File: src/rtl/inst_axi_bridge.sv
// Instruction-side AXI4 read bridge: turns one core fetch request into a
// single AR burst and returns two consecutive words with one data_ok pulse.
module inst_axi_bridge #(
  parameter logic [3:0] AXI_ID = 4'd0
) (
  input  logic        clk,
  input  logic        rst,
  // Core fetch port
  input  logic        inst_req,
  input  logic [31:0] inst_addr,
  input  logic        inst_cache,
  output logic        inst_addr_ok,
  output logic        inst_data_ok,
  output logic [31:0] inst1_rdata,
  output logic [31:0] inst2_rdata,
  // AXI4 read address channel
  output logic [3:0]  arid,
  output logic [31:0] araddr,
  output logic [7:0]  arlen,
  output logic [2:0]  arsize,
  output logic [1:0]  arburst,
  output logic [3:0]  arcache,
  output logic        arvalid,
  input  logic        arready,
  // AXI4 read data channel
  input  logic [31:0] rdata,
  input  logic [1:0]  rresp,
  input  logic        rlast,
  input  logic        rvalid,
  output logic        rready
);

  typedef enum logic [1:0] {
    IDLE = 2'd0,
    AR   = 2'd1,
    R    = 2'd2,
    RESP = 2'd3
  } state_t;

  state_t      state;
  state_t      state_next;

  logic [29:0] addr_q;
  logic        cache_q;
  // Set when the burst carries two beats; clear for the single-beat case at
  // the top word of a 4KB page, so a second beat never crosses the page.
  logic        len_q;
  logic [1:0]  beat_cnt;
  logic [31:0] inst1_q;
  logic [31:0] inst2_q;

  logic        accept;
  logic        beat;
  logic        page_top;

  // Address bits [1:0] are ignored and rresp is deliberately not inspected.
  logic        unused_bits;
  assign unused_bits = ^{inst_addr[1:0], rresp};

  assign accept   = (state == IDLE) && inst_req;
  assign beat     = (state == R) && rvalid;
  assign page_top = (inst_addr[11:2] == 10'h3FF);

  assign arid    = AXI_ID;
  assign araddr  = {addr_q, 2'b00};
  assign arlen   = {7'd0, len_q};
  assign arsize  = 3'b010;
  assign arburst = 2'b01;
  assign arcache = cache_q ? 4'b1111 : 4'b0000;

  assign inst1_rdata = inst1_q;
  assign inst2_rdata = inst2_q;

  // State register.
  always_ff @(posedge clk) begin
    if (rst) begin
      state <= IDLE;
    end else begin
      state <= state_next;
    end
  end

  // Next-state logic and handshake outputs for the one-outstanding-request FSM.
  always_comb begin
    state_next   = state;
    inst_addr_ok = 1'b0;
    inst_data_ok = 1'b0;
    arvalid      = 1'b0;
    rready       = 1'b0;
    case (state)
      IDLE: begin
        inst_addr_ok = inst_req;
        if (inst_req) begin
          state_next = AR;
        end
      end
      AR: begin
        arvalid = 1'b1;
        if (arready) begin
          state_next = R;
        end
      end
      R: begin
        rready = 1'b1;
        if (rvalid && rlast) begin
          state_next = RESP;
        end
      end
      RESP: begin
        inst_data_ok = 1'b1;
        state_next   = IDLE;
      end
      default: begin
        state_next = IDLE;
      end
    endcase
  end

  // Request latch, beat counter and instruction word capture; the words are
  // only written by beats so they hold between bursts for the fetch stage.
  always_ff @(posedge clk) begin
    if (rst) begin
      addr_q   <= 30'd0;
      cache_q  <= 1'b0;
      len_q    <= 1'b0;
      beat_cnt <= 2'd0;
      inst1_q  <= 32'd0;
      inst2_q  <= 32'd0;
    end else begin
      if (accept) begin
        addr_q   <= inst_addr[31:2];
        cache_q  <= inst_cache;
        len_q    <= ~page_top;
        beat_cnt <= 2'd0;
      end
      if (beat) begin
        if (beat_cnt == 2'd0) begin
          inst1_q <= rdata;
          if (rlast || !len_q) begin
            inst2_q <= 32'd0;
          end
        end else if (beat_cnt == 2'd1) begin
          inst2_q <= len_q ? rdata : 32'd0;
        end
        if (beat_cnt != 2'd2) begin
          beat_cnt <= beat_cnt + 2'd1;
        end
      end
    end
  end

endmodule

File: config.mk
export PLATFORM = sky130hd
export DESIGN_NAME = inst_axi_bridge
export DESIGN_NICKNAME = d
export VERILOG_FILES = /design/src/rtl/inst_axi_bridge.sv
export SDC_FILE = /design/constraint.sdc
export NUM_CORES = 1
export LEC_CHECK = 0
export CORE_ASPECT_RATIO = 1.75
export CORE_MARGIN = 2
export CORE_UTILIZATION = 38
export CTS_BUF_LIST = sky130_fd_sc_hd__clkbuf_4 sky130_fd_sc_hd__clkbuf_8
export CTS_CLUSTER_SIZE = 8
export DETAILED_ROUTE_END_ITERATION = 7
export PLACE_DENSITY = 0.78
export SLEW_MARGIN = 10
export SYNTH_ARGS = -nofsm -noshare
export SYNTH_HDL_FRONTEND = slang
export SYNTH_SLANG_ARGS = --single-unit
File: constraint.sdc
create_clock -name clk -period 1.48 [get_ports clk]
set_input_delay 0.296 -clock clk [delete_from_list [all_inputs] [get_ports clk]]
set_output_delay 0.296 -clock clk [all_outputs]
set_load 0.02 [all_outputs]
Word level (Yosys, flattened, before mapping)
Cells that the tools add are included.
Storage, ports and cells
  bits in registers: 100
  bits in latches: 0
  bits in writable memories: 0
  ROM bits: 0
  bits of input ports: 73
  output and inout bits: 121
  word-level logic and storage cells: 46
  memories kept: 0
Operators by class
  add/sub/neg operators: 1
  multipliers: 0
  divide/modulo/power cells: 0
  order comparisons: 0
  eq/ne operators: 10
  shifts and indexed selects: 0
  mux-type cells: 16
  bitwise operators: 1
  reductions and logical operators: 11
Operators by type and width (count)
  2-to-1 mux 32 bit: 4
  2-to-1 mux 2 bit: 6
  == test 10 bit (second input constant): 1
  one-hot mux 2 bit (4 select lines): 1
  != test 2 bit (second input constant): 3
  AND reduction 3 bit: 2
  == test 2 x 1 -> 1 bit (second input constant): 2
  == test 2 bit (second input constant): 2
  logical NOT 2 bit: 2
  2-to-1 mux 1 bit: 4
  2-to-1 mux 4 bit: 1
  != test 2 x 1 -> 1 bit (second input constant): 2
  logical AND 1 bit: 3
  adder 2 x 1 -> 2 bit (second input constant): 1
  AND reduction 2 bit: 1
  nonzero test 2 bit: 1
  logical NOT 1 bit: 1
  logical OR 1 bit: 1
  NOT 1 bit: 1

Logic depth before layout (Yosys ltp)
Gate-level depths: netlist of the first run.
  depth after elaboration: 5
  mapped depth: 7
  mapped depth without buffers: 6

Worst setup path after synthesis of the first run
No wires, ideal clock.
  kind: register to register
  from: reg state[0]
  to: reg inst2_q[10], in the netlist inst2_rdata[10]
  arrival: 1643 ps
  setup slack: -235 ps
  stages on the path, launching flop included: 7
  path buffers: 1
  cells stage by stage: dfxtp_1 inv_1 ha_1 nand2_2 a211oi_4 buf_8 mux2i_1
Between the ends
  word-level cells in the longest chain between the ends: 3
Ends and longest elaborated chain
  start, declared: RTL line 40  | state_t state;
  start signal, assigned: RTL line 79  | state <= state_next;
  == test 2 bit: RTL line 61  | assign beat = (state == R) && rvalid;
  logical AND 1 bit: RTL line 61
  AND reduction 3 bit (no line)
  end signal, assigned: RTL line 143  | inst2_q <= len_q ? rdata : 32'd0;
  end, declared: RTL line 50  | logic [31:0] inst2_q;
No other way between the ends.
A chain may end at the register's enable or synchronous reset.

Worst setup path after layout of the first run
  from: reg state[0]
  to: reg inst1_q[29], in the netlist inst1_rdata[29]
Between the ends
  word-level cells in the longest chain between the ends: 3
Ends and longest elaborated chain
  == test 2 bit: RTL line 61
  logical AND 1 bit: RTL line 61
  AND reduction 2 bit (no line)
  end signal, assigned: RTL line 138  | inst1_q <= rdata;
  end, declared: RTL line 49  | logic [31:0] inst1_q;
No other way between the ends.

==> PnR_summary.wiki, run 1 <==
{| class="wikitable"
! Metric !! Value
|-
| Arrival time at the worst endpoint || 1.89 ns
|-
| First-pass GRT wire length || 18,500 microns
|-
| Routed length per placed instance || 16.1 microns
|-
| Number of diodes || 0
|-
| Yosys warning count || 0
|-
| R2r startpoint || state[0]
|-
| Syn_area_per_cell || 8.47 sq um
|-
| Initial standard-cell utilization of the core || 0.386
|-
| Count of flip-flops with a built-in enable after synthesis || 0
|-
| Sequential area share after synthesis || 0.488
|-
| Pin count of the biggest net entering global routing || 39
|-
| Proportion of netlist area held by the largest area contributor || 0.488
|-
| Fin Clk Skew || 0.0160 ns
|-
| Delay of the slowest cell on the worst path || 0.34 ns
|-
| Kind of end point of the critical path || flip-flop
|-
| Final count of pins violating max slew || 0
|-
| Number of buffers on the longest clock path || 2
|-
| Class of the most critical hold timing path || flip-flop to flip-flop
|-
| Root Buffer || sky130_fd_sc_hd__clkbuf_8
|-
| Crit Path Max Fanout || 8
|-
| Worst Hold Depth || 2
|-
| Violated checks || negative setup slack
|-
| DRC violations left || 0
|-
| Detailed Route WL || 12,700 microns
|-
| HP Start || addr_q[6]
|-
| Critical Path Most Common Cell || sky130_fd_sc_hd__buf_6
|-
| Period utilization || 1.08
|-
| Cell depth of the worst flop-to-flop path || 9
|-
| R2r setup slk || -0.12 ns
|-
| Post-synthesis cell type with the largest combined area || sky130_fd_sc_hd__dfxtp_1
|-
| Number of flip-flops and latches in the synthesized netlist || 100
|-
| Number of antenna violations at the first check in global routing || 0
|-
| Max_cap viols || 0
|-
| Ports placed on the boundary || 194
|-
| Initial drt markers || 107
|-
| Non-Filler Instances || 790
|-
| Area growth, synth to finish || 60.5%
|-
| Power consumption || 8380 uW
|-
| IO Port Bufs || 171
|-
| Fin. Hold Viols || 0
|-
| Critical path cell sequence || inv_2 > buf_6 > ha_4 > buf_6 > nor4bb_4 > buf_6 > clkbuf_16 > nand2_2 > a21oi_2
|-
| Final weighted congestion of routability-driven global placement || 0.803
|-
| Worst Path Buf+Inv || 5
|-
| Total number of clock tree sinks || 100
|-
| Detail-routed via count per cell || 4.98
|-
| Netlist cell types || 27
|-
| Commonest cells post-synth || 129 x sky130_fd_sc_hd__nand2_1, 100 x sky130_fd_sc_hd__dfxtp_1, 66 x sky130_fd_sc_hd__a21oi_1
|-
| Post-placement cell count || 761
|-
| Top cells by area, synth || sky130_fd_sc_hd__dfxtp_1 49%, sky130_fd_sc_hd__nand2_1 12%, sky130_fd_sc_hd__a21oi_1 8.1%, sky130_fd_sc_hd__mux2i_1 8.1%, sky130_fd_sc_hd__nand2b_1 5.3%
|-
| FMAX || 626 MHz
|-
| Reported leakage power || 0.00294 uW
|-
| Post-DP HPWL || 8090 microns
|-
| Unrepaired setup endpoints after global routing || yes
|-
| Floorplan die width || 82.5 microns
|-
| Number of core rows || 50
|-
| Outcome || finished, violations left
|-
| End point of the most critical hold path || addr_q[6]
|-
| # hold bufs at CTS || 0
|-
| Clock period minus final worst setup slack || 1.60 ns
|-
| Vias in the first global route || 3,867
|-
| GRT Resource Usage Total || 0.204
|-
| TritonCTS clock tree || done
|-
| Die ar. || 11,700 sq um
|-
| Clock transition time at the flip-flop clock pins of the worst setup and hold paths || 0.09 ns
|-
| Worst setup path start || state[0]
|-
| Utilization of the core after routing || 0.619
|-
| TritonCTS Buffers || 9
|-
| Top delay family on crit path || buffers and inverters
|-
| IR Drop Worst-Case VDD || 987 uV
|-
| Cell area after technology mapping || 4100 sq um
|-
| Syn Inst Count || 484
|-
| Prevailing post-synth register cell || sky130_fd_sc_hd__dfxtp_1
|-
| Via count || 3,938
|-
| Type of the setup path with the least slack || flip-flop to flip-flop
|-
| Most common cell in the synthesized netlist || sky130_fd_sc_hd__nand2_1
|-
| Final global-route overflow total || 0
|-
| Total of endpoints with negative setup slack in the final report || 67
|-
| Final nets || 732
|-
| Worst-Skew Late Latency || 0.37 ns
|-
| Async SR Flop Fraction || 0
|-
| # H-tree levels || 3
|-
| R2r endpoint || inst1_rdata[29]
|-
| Worst endpoint required time || 1.78 ns
|-
| Layout cell share with drive strength beyond 1 || 0.203
|-
| Length of the first detailed-routing pass in iterations || 6
|-
| Number of nets with antenna violations after detailed routing || 0
|-
| Die height || 141 microns
|-
| Crit start category || flip-flop
|-
| Pwr/cell area || 1270 nW/um^2
|-
| Slowest stage cell on the critical path || sky130_fd_sc_hd__dfxtp_2
|-
| Core region area || 10,600 sq um
|-
| Setup slack after layout || -0.118 ns
|}
==> placed cells by master, fill, tap and decap left out, types with 2 or more instances in the layout <==
master / instances
sky130_fd_sc_hd__clkdlybuf4s50_1: 67
sky130_fd_sc_hd__buf_6: 13
sky130_fd_sc_hd__nand2_2: 5
sky130_fd_sc_hd__mux2i_2: 3
sky130_fd_sc_hd__dlygate4sd2_1: 99
sky130_fd_sc_hd__nor2_1: 3
sky130_fd_sc_hd__conb_1: 18
sky130_fd_sc_hd__buf_4: 14
sky130_fd_sc_hd__dfxtp_1: 98
sky130_fd_sc_hd__dfxtp_2: 2
sky130_fd_sc_hd__inv_1: 2
sky130_fd_sc_hd__inv_2: 3
sky130_fd_sc_hd__bufinv_16: 2
sky130_fd_sc_hd__clkbuf_16: 2
sky130_fd_sc_hd__clkbuf_8: 9
sky130_fd_sc_hd__ha_4: 2
sky130_fd_sc_hd__a21oi_2: 31
sky130_fd_sc_hd__nand4_1: 2
sky130_fd_sc_hd__nand2_4: 29
sky130_fd_sc_hd__mux2i_1: 30
sky130_fd_sc_hd__nand2_1: 96
sky130_fd_sc_hd__nand3_1: 35
sky130_fd_sc_hd__buf_12: 6
sky130_fd_sc_hd__clkinv_2: 2
sky130_fd_sc_hd__a21oi_1: 35
sky130_fd_sc_hd__nand2b_1: 35
==> cells by family (layout without fill, tap and decap cells) <==
| group | after synthesis | after routing | synth area share |
|---|---|---|---|
| AOI/OAI and AO/OA | 69 | 69 | 0.0897 |
| adders and majority gates | 4 | 4 | 0.0122 |
| buffers and inverters | 64 | 224 | 0.0934 |
| DFF | 100 | 100 | 0.488 |
| muxes | 33 | 33 | 0.0806 |
| other | 2 | 18 | 0.00183 |
| and+or+nand+nor | 212 | 212 | 0.234 |
==> what timing repair did <==
item	in CTS	in global routing
cloned	3	3
gates resized for setup	140	102
setup endpoints to repair	137	70
pin swaps	2	55
setup buffers	6	4
==> flip-flops by register name, indices dropped and copies added, names as in the netlist <==
| register | flops |
|---|---|
| len_q | 1 |
| beat_cnt | 2 |
| cache_q | 1 |
| addr_q | 30 |
| inst2_rdata | 32 |
| inst1_rdata | 32 |
| state | 2 |
==> layout make-up <==
| type | count | area [sq um] |
|---|---|---|
| Fill cell | 923 | 4060 |
| Multi-Input combinational cell | 336 | 2180 |
| Sequential cell | 100 | 2000 |
| Timing Repair Buffer | 203 | 1990 |
| Tap cell | 130 | 163 |
| Clock buffer | 10 | 131 |
| Clock inverter | 6 | 87.6 |
| Inverter | 5 | 18.8 |
==> worst reg2reg max path, cell delays in order, from the launching register on <==
cell and delay, ns:
sky130_fd_sc_hd__dfxtp_2 0.34, sky130_fd_sc_hd__inv_2 0.06, sky130_fd_sc_hd__buf_6 0.09, sky130_fd_sc_hd__ha_4 0.15, sky130_fd_sc_hd__buf_6 0.11, sky130_fd_sc_hd__nor4bb_4 0.20
sky130_fd_sc_hd__buf_6 0.18, sky130_fd_sc_hd__clkbuf_16 0.21, sky130_fd_sc_hd__nand2_2 0.08, sky130_fd_sc_hd__a21oi_2 0.12
==> through the flow <==
stage | worst slack (ns) | setup TNS (ns) | cell area, sq um | hold slack [ns]
floorplan | 0.0215 | 0 | 4170 | 0.432
global placement | -0.379 | -16.83 | 5890 | 0.441
detailed placement | -0.376 | -21.32 | 5890 | 0.448
CTS | -0.119 | -2.94 | 6180 | 0.434
global route | -0.180 | -8.74 | 6580 | 0.461
finish | -0.118 | -4.17 | 6580 | 0.457
==> layer usage <==
metal | up-vias | wire, microns | global-route usage
met5 | - | 0 | 0
met4 | 0 | 494 | 0.0794
met3 | 33 | 748 | 0.0394
met2 | 159 | 6860 | 0.383
met1 | 1861 | 4630 | 0.212
li1 | 1885 | - | -
==> power by group <==
| part | total [uW] | switching [uW] | leakage [uW] | internal [uW] |
|---|---|---|---|---|
| clock network | 1930 | 954 | 0.000114 | 976 |
| logic | 3320 | 1870 | 0.00202 | 1450 |
| registers | 3130 | 147 | 0.000812 | 2990 |
| total | 8380 | 2970 | 0.00294 | 5410 |
==> worst max path at each step <==
stage | endpoint | slack [ns] | cells after the start
after global placement | inst_addr_ok | -0.38 | 4
after detailed placement | inst_addr_ok | -0.38 | 4
after global routing | inst1_rdata[9] | -0.18 | 9
after CTS | inst2_rdata[30] | -0.12 | 9
after floorplan | inst2_rdata[10] | 0.02 | 6
final | inst1_rdata[29] | -0.12 | 9
Note: power is estimated with default switching activity, not from simulation.
==> run 2, diff against run 1 <==
Settings changed: SKIP_LAST_GASP from default to 1.
==> PnR_summary.wiki, run 2 (synthesized netlist as in run 1, its figures left out) <==
{| class="wikitable"
! Metric !! Value
|-
| Outcome || finished, violations left
|-
| Violated checks || negative setup slack
|-
| Worst endpoint required time || 1.78 ns (about the same)
|-
| Length of the first detailed-routing pass in iterations || 4 (-2)
|-
| Sequential group share of total power || 0.377 (+0.003)
|-
| Ports placed on the boundary || 194 (unchanged)
|-
| Number of diodes || 0 (unchanged)
|-
| Worst-Skew Late Latency || 0.36 ns (about the same)
|-
| Area growth, synth to finish || 59.7%
|-
| IR Drop Worst-Case VDD || 972 uV (-1.6%)
|-
| Filler Cell Count || 921 (-0.22%)
|-
| IO Port Bufs || 171 (unchanged)
|-
| Core region area || 10,600 sq um (unchanged)
|-
| Pin count of the biggest net entering global routing || 39 (unchanged)
|-
| Worst Hold Depth || 2 (unchanged)
|-
| Number of buffers on the longest clock path || 2 (unchanged)
|-
| Number of antenna violations at the first check in global routing || 0 (unchanged)
|-
| Cell Int Power || 5380 uW (-0.54%)
|-
| Area taken by flip-flops and latches || 2000 sq um (unchanged)
|-
| Final count of pins violating max slew || 0 (unchanged)
|-
| Area used by multi-input combinational logic || 2160 sq um (-0.97%)
|-
| Routed length per placed instance || 16.2 microns (+0.56%)
|-
| Fin Clk Skew || 0.0124 ns (-0.00355 ns)
|-
| Clk pwr share || 0.231 (about the same)
|-
| Class of the most critical hold timing path || flip-flop to flip-flop
|-
| Fin. Hold Viols || 0 (unchanged)
|-
| Floorplan die width || 82.5 microns (unchanged)
|-
| Die ar. || 11,700 sq um (unchanged)
|-
| Root Buffer || sky130_fd_sc_hd__clkbuf_8
|-
| Period utilization || 1.08 (-0.00335)
|-
| FMAX || 628 MHz (+0.31%)
|-
| Crit start category || flip-flop
|-
| Setup slack after layout || -0.113 ns (+0.00496 ns)
|-
| Unrepaired setup endpoints after global routing || yes
|-
| Final global-route overflow total || 0 (unchanged)
|-
| Clock period minus final worst setup slack || 1.59 ns (-0.00496 ns)
|-
| Initial drt markers || 115 (+7.5%)
|-
| Relative contribution of combinational cells to total power || 0.393 (-0.003)
|-
| Total number of clock tree sinks || 100 (unchanged)
|-
| First-pass GRT wire length || 18,400 microns (-0.45%)
|-
| # H-tree levels || 3 (unchanged)
|-
| Arrival time at the worst endpoint || 1.89 ns (about the same)
|-
| Max_cap viols || 0 (unchanged)
|-
| TritonCTS clock tree || done
|-
| Power spent charging and discharging nets || 2940 uW (-0.90%)
|-
| GRT Resource Usage Total || 0.203 (-0.00103)
|-
| Most common cell after layout, fill and taps aside || sky130_fd_sc_hd__dlygate4sd2_1
|-
| Detail-routed via count per cell || 5.02 (+0.79%)
|-
| Switching power share of the total || 0.354 (-0.000830)
|-
| Post-DP HPWL || 8090 microns (unchanged)
|-
| Total of endpoints with negative setup slack in the final report || 67 (unchanged)
|-
| Final weighted congestion of routability-driven global placement || 0.803 (unchanged)
|-
| Smallest hold slack || 0.457 ns (-0.0000470 ns)
|-
| Non-Filler Instances || 790 (unchanged)
|-
| Crit Path Max Fanout || 8 (unchanged)
|-
| DRC violations left || 0 (unchanged)
|-
| Via count || 3,969 (+0.79%)
|-
| Most frequent cells in the layout || 99 x sky130_fd_sc_hd__dlygate4sd2_1, 98 x sky130_fd_sc_hd__dfxtp_1, 97 x sky130_fd_sc_hd__nand2_1
|-
| Utilization of the core after routing || 0.616 (-0.00294)
|-
| Cell depth of the worst flop-to-flop path || 9 (unchanged)
|-
| Number of nets with antenna violations after detailed routing || 0 (unchanged)
|-
| Post-placement cell count || 761 (unchanged)
|-
| Clock transition time at the flip-flop clock pins of the worst setup and hold paths || 0.09 ns (about the same)
|-
| Kind of end point of the critical path || flip-flop
|-
| Pwr/cell area || 1270 nW/um^2 (-0.19%)
|-
| Number of core rows || 50 (unchanged)
|-
| Final nets || 732 (unchanged)
|-
| Type of the setup path with the least slack || flip-flop to flip-flop
|-
| Layout cell share with drive strength beyond 1 || 0.198 (-0.00455)
|-
| TritonCTS Buffers || 9 (unchanged)
|-
| Detailed Route WL || 12,800 microns (+0.56%)
|-
| Initial standard-cell utilization of the core || 0.386 (unchanged)
|-
| Reported leakage power || 0.00292 uW (-0.88%)
|-
| Vias in the first global route || 3,842 (-0.65%)
|-
| Die height || 141 microns (unchanged)
|}
-- run 2: cell types whose count changed in the layout (fill, tap and decap cells not counted) --
cell,before,now
sky130_fd_sc_hd__inv_2,3,2
sky130_fd_sc_hd__a21oi_1,35,36
sky130_fd_sc_hd__buf_2,1,2
sky130_fd_sc_hd__nand2_2,5,7
sky130_fd_sc_hd__nand2_1,96,97
sky130_fd_sc_hd__a21oi_2,31,30
sky130_fd_sc_hd__buf_6,13,11
sky130_fd_sc_hd__nand2_4,29,26
sky130_fd_sc_hd__buf_4,14,15
sky130_fd_sc_hd__inv_1,2,3
-- run 2: metal layers --
| layer | GRT usage | vias up | share of wire |
|---|---|---|---|
| met5 | 0 | - | 0 |
| met4 | 0.0794 | 0 | 0.032 |
| met3 | 0.0394 | 29 | 0.061 |
| met2 | 0.379 | 160 | 0.55 |
| met1 | 0.213 | 1892 | 0.36 |
| li1 | - | 1888 | - |
-- run 2: through the flow --
| stage | setup TNS [ns] | worst slack [ns] | power [uW] | area, sq um |
|---|---|---|---|---|
| after CTS | -3.08 | -0.196 | 8060 | 6170 |
| after detailed placement | -21.32 | -0.376 | 6040 | 5890 |
| after global routing | -8.66 | -0.175 | 8760 | 6550 |
| final | -4.18 | -0.113 | 8320 | 6550 |
| after floorplan | 0 | 0.0215 | 4830 | 4170 |
| after global placement | -16.83 | -0.379 | 5970 | 5890 |
-- run 2: path summary, 6_finish.rpt --
path	from	to	slack, ns
max	state[0]	inst1_rdata[29]	-0.11
min	addr_q[6]	addr_q[6]	0.46
max reg2reg	state[0]	inst1_rdata[29]	-0.11
min reg2reg	addr_q[6]	addr_q[6]	0.46
-- run 2: area by class of cell --
cell class / count / share of cell area
clock inverters: 6 / 0.0134
inverters: 5 / 0.00287
multi-input cells: 336 / 0.330
clock buffers: 10 / 0.0201
flip-flops and latches: 100 / 0.306
well taps: 130 / 0.0248
repair buffers: 203 / 0.303
-- run 2: critical path: stages (launching register included) --
cell                        delay [ns]
sky130_fd_sc_hd__dfxtp_2          0.34
sky130_fd_sc_hd__inv_2            0.06
sky130_fd_sc_hd__buf_6            0.09
sky130_fd_sc_hd__ha_4             0.15
sky130_fd_sc_hd__buf_6            0.11
sky130_fd_sc_hd__nor4bb_4         0.20
sky130_fd_sc_hd__buf_6            0.18
sky130_fd_sc_hd__clkbuf_16        0.20
sky130_fd_sc_hd__nand2_4          0.06
sky130_fd_sc_hd__a21oi_2          0.13
-- run 2: power groups by stage --
stage	Combinational [uW]	Clock, uW	Sequential, uW
final	3270	1920	3140
after global routing	3520	2070	3170
after CTS	2940	1990	3140
after detailed placement	2840	0	3200
after global placement	2780	0	3180
after floorplan	1320	0	3510
-- run 2: repair_timing --
item,CTS,global route
gates cloned,3,3
endpoints found under the setup margin,137,70
buffers inserted,6,4
pin swaps,2,53
gates resized for setup,134,99
hold buffers,0,0
==> run 3, diff against run 2 <==
==> constraint.sdc (replaced) <==
create_clock -name clk -period 1.48 [get_ports clk]
set_input_delay 0.296 -clock clk [delete_from_list [all_inputs] [get_ports clk]]
set_output_delay 0.296 -clock clk [all_outputs]
set_load 0.005 [all_outputs]
==> PnR_summary.wiki, run 3 (synthesized netlist as in run 1, its figures left out) <==
{| class="wikitable"
! Metric !! Value
|-
| Initial standard-cell utilization of the core || 0.386 (unchanged)
|-
| Smallest hold slack || 0.381 ns (-0.0760 ns)
|-
| Power spent charging and discharging nets || 2510 uW (-15%)
|-
| FMAX || 628 MHz (about the same)
|-
| Number of diodes || 0 (unchanged)
|-
| Met2 Resource Use GR || 0.372 (-0.00764)
|-
| Cell Int Power || 5410 uW (+0.46%)
|-
| Total of endpoints with negative setup slack in the final report || 63 (-6.0%)
|-
| Top delay family on crit path || buffers and inverters
|-
| Arrival time at the worst endpoint || 1.87 ns (-0.02 ns)
|-
| Worst-Skew Late Latency || 0.36 ns (about the same)
|-
| Pin count of the biggest net entering global routing || 38 (-2.6%)
|-
| Number of buffers on the longest clock path || 2 (unchanged)
|-
| Detail-routed via count per cell || 5.03 (about the same)
|-
| IO Port Bufs || 171 (unchanged)
|-
| Period utilization || 1.08 (about the same)
|-
| Vias in the first global route || 3,904 (+1.6%)
|-
| Layout cell share with drive strength beyond 1 || 0.266 (+0.0680)
|-
| Cell depth of the worst flop-to-flop path || 8 (-1)
|-
| Setup slack after layout || -0.112 ns (+0.000249 ns)
|-
| Final global-route overflow total || 0 (unchanged)
|-
| Reported leakage power || 0.00283 uW (-2.9%)
|-
| Crit start category || flip-flop
|-
| Post-placement cell count || 761 (unchanged)
|-
| Clock transition time at the flip-flop clock pins of the worst setup and hold paths || 0.10 ns (about the same)
|-
| Final weighted congestion of routability-driven global placement || 0.811 (+1.0%)
|-
| Worst Hold Depth || 3 (+1)
|-
| Total number of clock tree sinks || 100 (unchanged)
|-
| Worst setup path start || state[1]
|-
| Last element of the critical path || inst2_rdata[3]
|-
| Slowest stage cell on the critical path || sky130_fd_sc_hd__dfxtp_2
|-
| Ports placed on the boundary || 194 (unchanged)
|-
| Clock period minus final worst setup slack || 1.59 ns (-0.000249 ns)
|-
| R2r setup slk || -0.11 ns (about the same)
|-
| TritonCTS Buffers || 9 (unchanged)
|-
| Setup tns final || -2.94 ns (+1.24 ns)
|-
| Fin. Hold Viols || 0 (unchanged)
|-
| Critical path cell sequence || buf_4 > ha_4 > nand2_4 > a211oi_4 > buf_6 > buf_12 > buf_16 > mux2i_1
|-
| Number of core rows || 50 (unchanged)
|-
| Pre-CTS setup slack || -0.324 ns (+0.0522 ns)
|-
| DRC violations left || 0 (unchanged)
|-
| Core region area || 10,600 sq um (unchanged)
|-
| Root Buffer || sky130_fd_sc_hd__clkbuf_8
|-
| R2r startpoint || state[1]
|-
| Filler Cell Count || 929 (+0.87%)
|-
| Most heavily used metal layer in global routing || met2
|-
| Floorplan die width || 82.5 microns (unchanged)
|-
| Utilization of the core after routing || 0.620 (+0.00388)
|-
| Die height || 141 microns (unchanged)
|-
| Pwr/cell area || 1200 nW/um^2 (-5.5%)
|-
| Worst endpoint required time || 1.76 ns (-0.02 ns)
|-
| # H-tree levels || 3 (unchanged)
|-
| TritonCTS clock tree || done
|-
| Die ar. || 11,700 sq um (unchanged)
|-
| GRT Resource Usage Total || 0.204 (+0.000976)
|-
| Final count of pins violating max slew || 0 (unchanged)
|-
| Fin Clk Skew || 0.0169 ns (+0.00447 ns)
|-
| Non-Filler Instances || 798 (+1.0%)
|-
| Most frequent cells in the layout || 108 x sky130_fd_sc_hd__nand2_1, 99 x sky130_fd_sc_hd__dlygate4sd2_1, 67 x sky130_fd_sc_hd__clkdlybuf4s50_1
|-
| Kind of end point of the critical path || flip-flop
|-
| Max_cap viols || 0 (unchanged)
|-
| Unrepaired setup endpoints after global routing || yes
|-
| Relative contribution of combinational cells to total power || 0.360 (-0.033)
|-
| Crit Path Max Fanout || 8 (unchanged)
|-
| Area growth, synth to finish || 60.7%
|-
| Length of the first detailed-routing pass in iterations || 4 (unchanged)
|-
| R2r endpoint || inst2_rdata[3]
|-
| Violated checks || negative setup slack
|-
| Grt met3 use || 0.0439 (+0.00445)
|-
| Most common cell after layout, fill and taps aside || sky130_fd_sc_hd__nand2_1
|-
| Class of the most critical hold timing path || primary input to flip-flop
|-
| Type of the setup path with the least slack || flip-flop to flip-flop
|-
| Detailed Route WL || 12,700 microns (-0.81%)
|-
| Via count || 4,010 (+1.0%)
|-
| Cell count along the critical path || 8 (-1)
|-
| Outcome || finished, violations left
|-
| Initial drt markers || 162 (+41%)
|-
| Post-DP HPWL || 8090 microns (about the same)
|-
| Worst Path Buf+Inv || 4 (-1)
|-
| Met1 GRT Util || 0.213 (+0.000634)
|-
| Switching power share of the total || 0.317 (-0.0365)
|-
| Sequential group share of total power || 0.399 (+0.022)
|-
| IR Drop Worst-Case VDD || 1160 uV (+20%)
|-
| Final nets || 741 (+1.2%)
|-
| First-pass GRT wire length || 18,400 microns (+0.27%)
|-
| Delay of the slowest cell on the worst path || 0.34 ns (about the same)
|-
| Routed length per placed instance || 15.9 microns (-1.8%)
|-
| Number of antenna violations at the first check in global routing || 0 (unchanged)
|-
| Number of nets with antenna violations after detailed routing || 0 (unchanged)
|-
| Clk pwr share || 0.241 (+0.010)
|}
## run 3: cell types whose count changed in the layout (fill, tap and decap cells not counted), sizes merged
cell           delta
buf               +8
clkbuf            -1
inv               +1
clkinv            -1
clkdlybuf4s15     +1
## run 3: per-stage QoR
step | cell area, sq um | total power, uW
finish | 6590 | 7920
global route | 6590 | 8350
CTS | 6290 | 7670
detailed placement | 5910 | 5650
global placement | 5910 | 5590
floorplan | 4170 | 4430
## run 3: how the worst min path moves through the flow
stage / start / end / slack [ns]
floorplan: inst_addr[2] / addr_q[0] / 0.43
global placement: inst1_rdata[17] / inst1_rdata[17] / 0.44
detailed placement: inst1_rdata[23] / inst1_rdata[23] / 0.45
CTS: rst / addr_q[2] / 0.35
global route: rst / addr_q[7] / 0.37
finish: rst / cache_q / 0.38
## run 3: cell type report
cell class / instances / area [sq um] / area share
Clock inverter: 6 / 87.6 / 0.0133
Multi-Input combinational cell: 336 / 2020 / 0.307
Clock buffer: 9 / 124 / 0.0188
Tap cell: 130 / 163 / 0.0247
Sequential cell: 100 / 2070 / 0.315
Timing Repair Buffer: 212 / 2100 / 0.319
Inverter: 5 / 18.8 / 0.00285
## run 3: timing repair
| item | CTS | global route |
|---|---|---|
| pin swaps | 4 | 18 |
| resized for setup | 184 | 63 |
| hold buffers | 0 | 0 |
| gates cloned | 3 | 3 |
| buffers inserted | 14 | 4 |
| setup endpoints to repair | 169 | 84 |
## run 3: routing by layer
| layer | routed length (microns) | vias to the layer above |
|---|---|---|
| met5 | 0 | - |
| li1 | - | 1897 |
| met4 | 506 | 0 |
| met3 | 847 | 30 |
| met2 | 6920 | 171 |
| met1 | 4420 | 1912 |
## run 3: power groups by stage
stage | Combinational, uW | Clock [uW] | Sequential (uW)
global placement | 2400 | 0 | 3190
finish | 2850 | 1910 | 3160
detailed placement | 2450 | 0 | 3210
global route | 3090 | 2070 | 3200
CTS | 2540 | 1960 | 3160
floorplan | 1200 | 0 | 3230
## run 3: worst min-delay path: stages
cell and delay, ns:
sky130_fd_sc_hd__buf_2 0.16, sky130_fd_sc_hd__buf_12 0.18, sky130_fd_sc_hd__a21oi_1 0.05
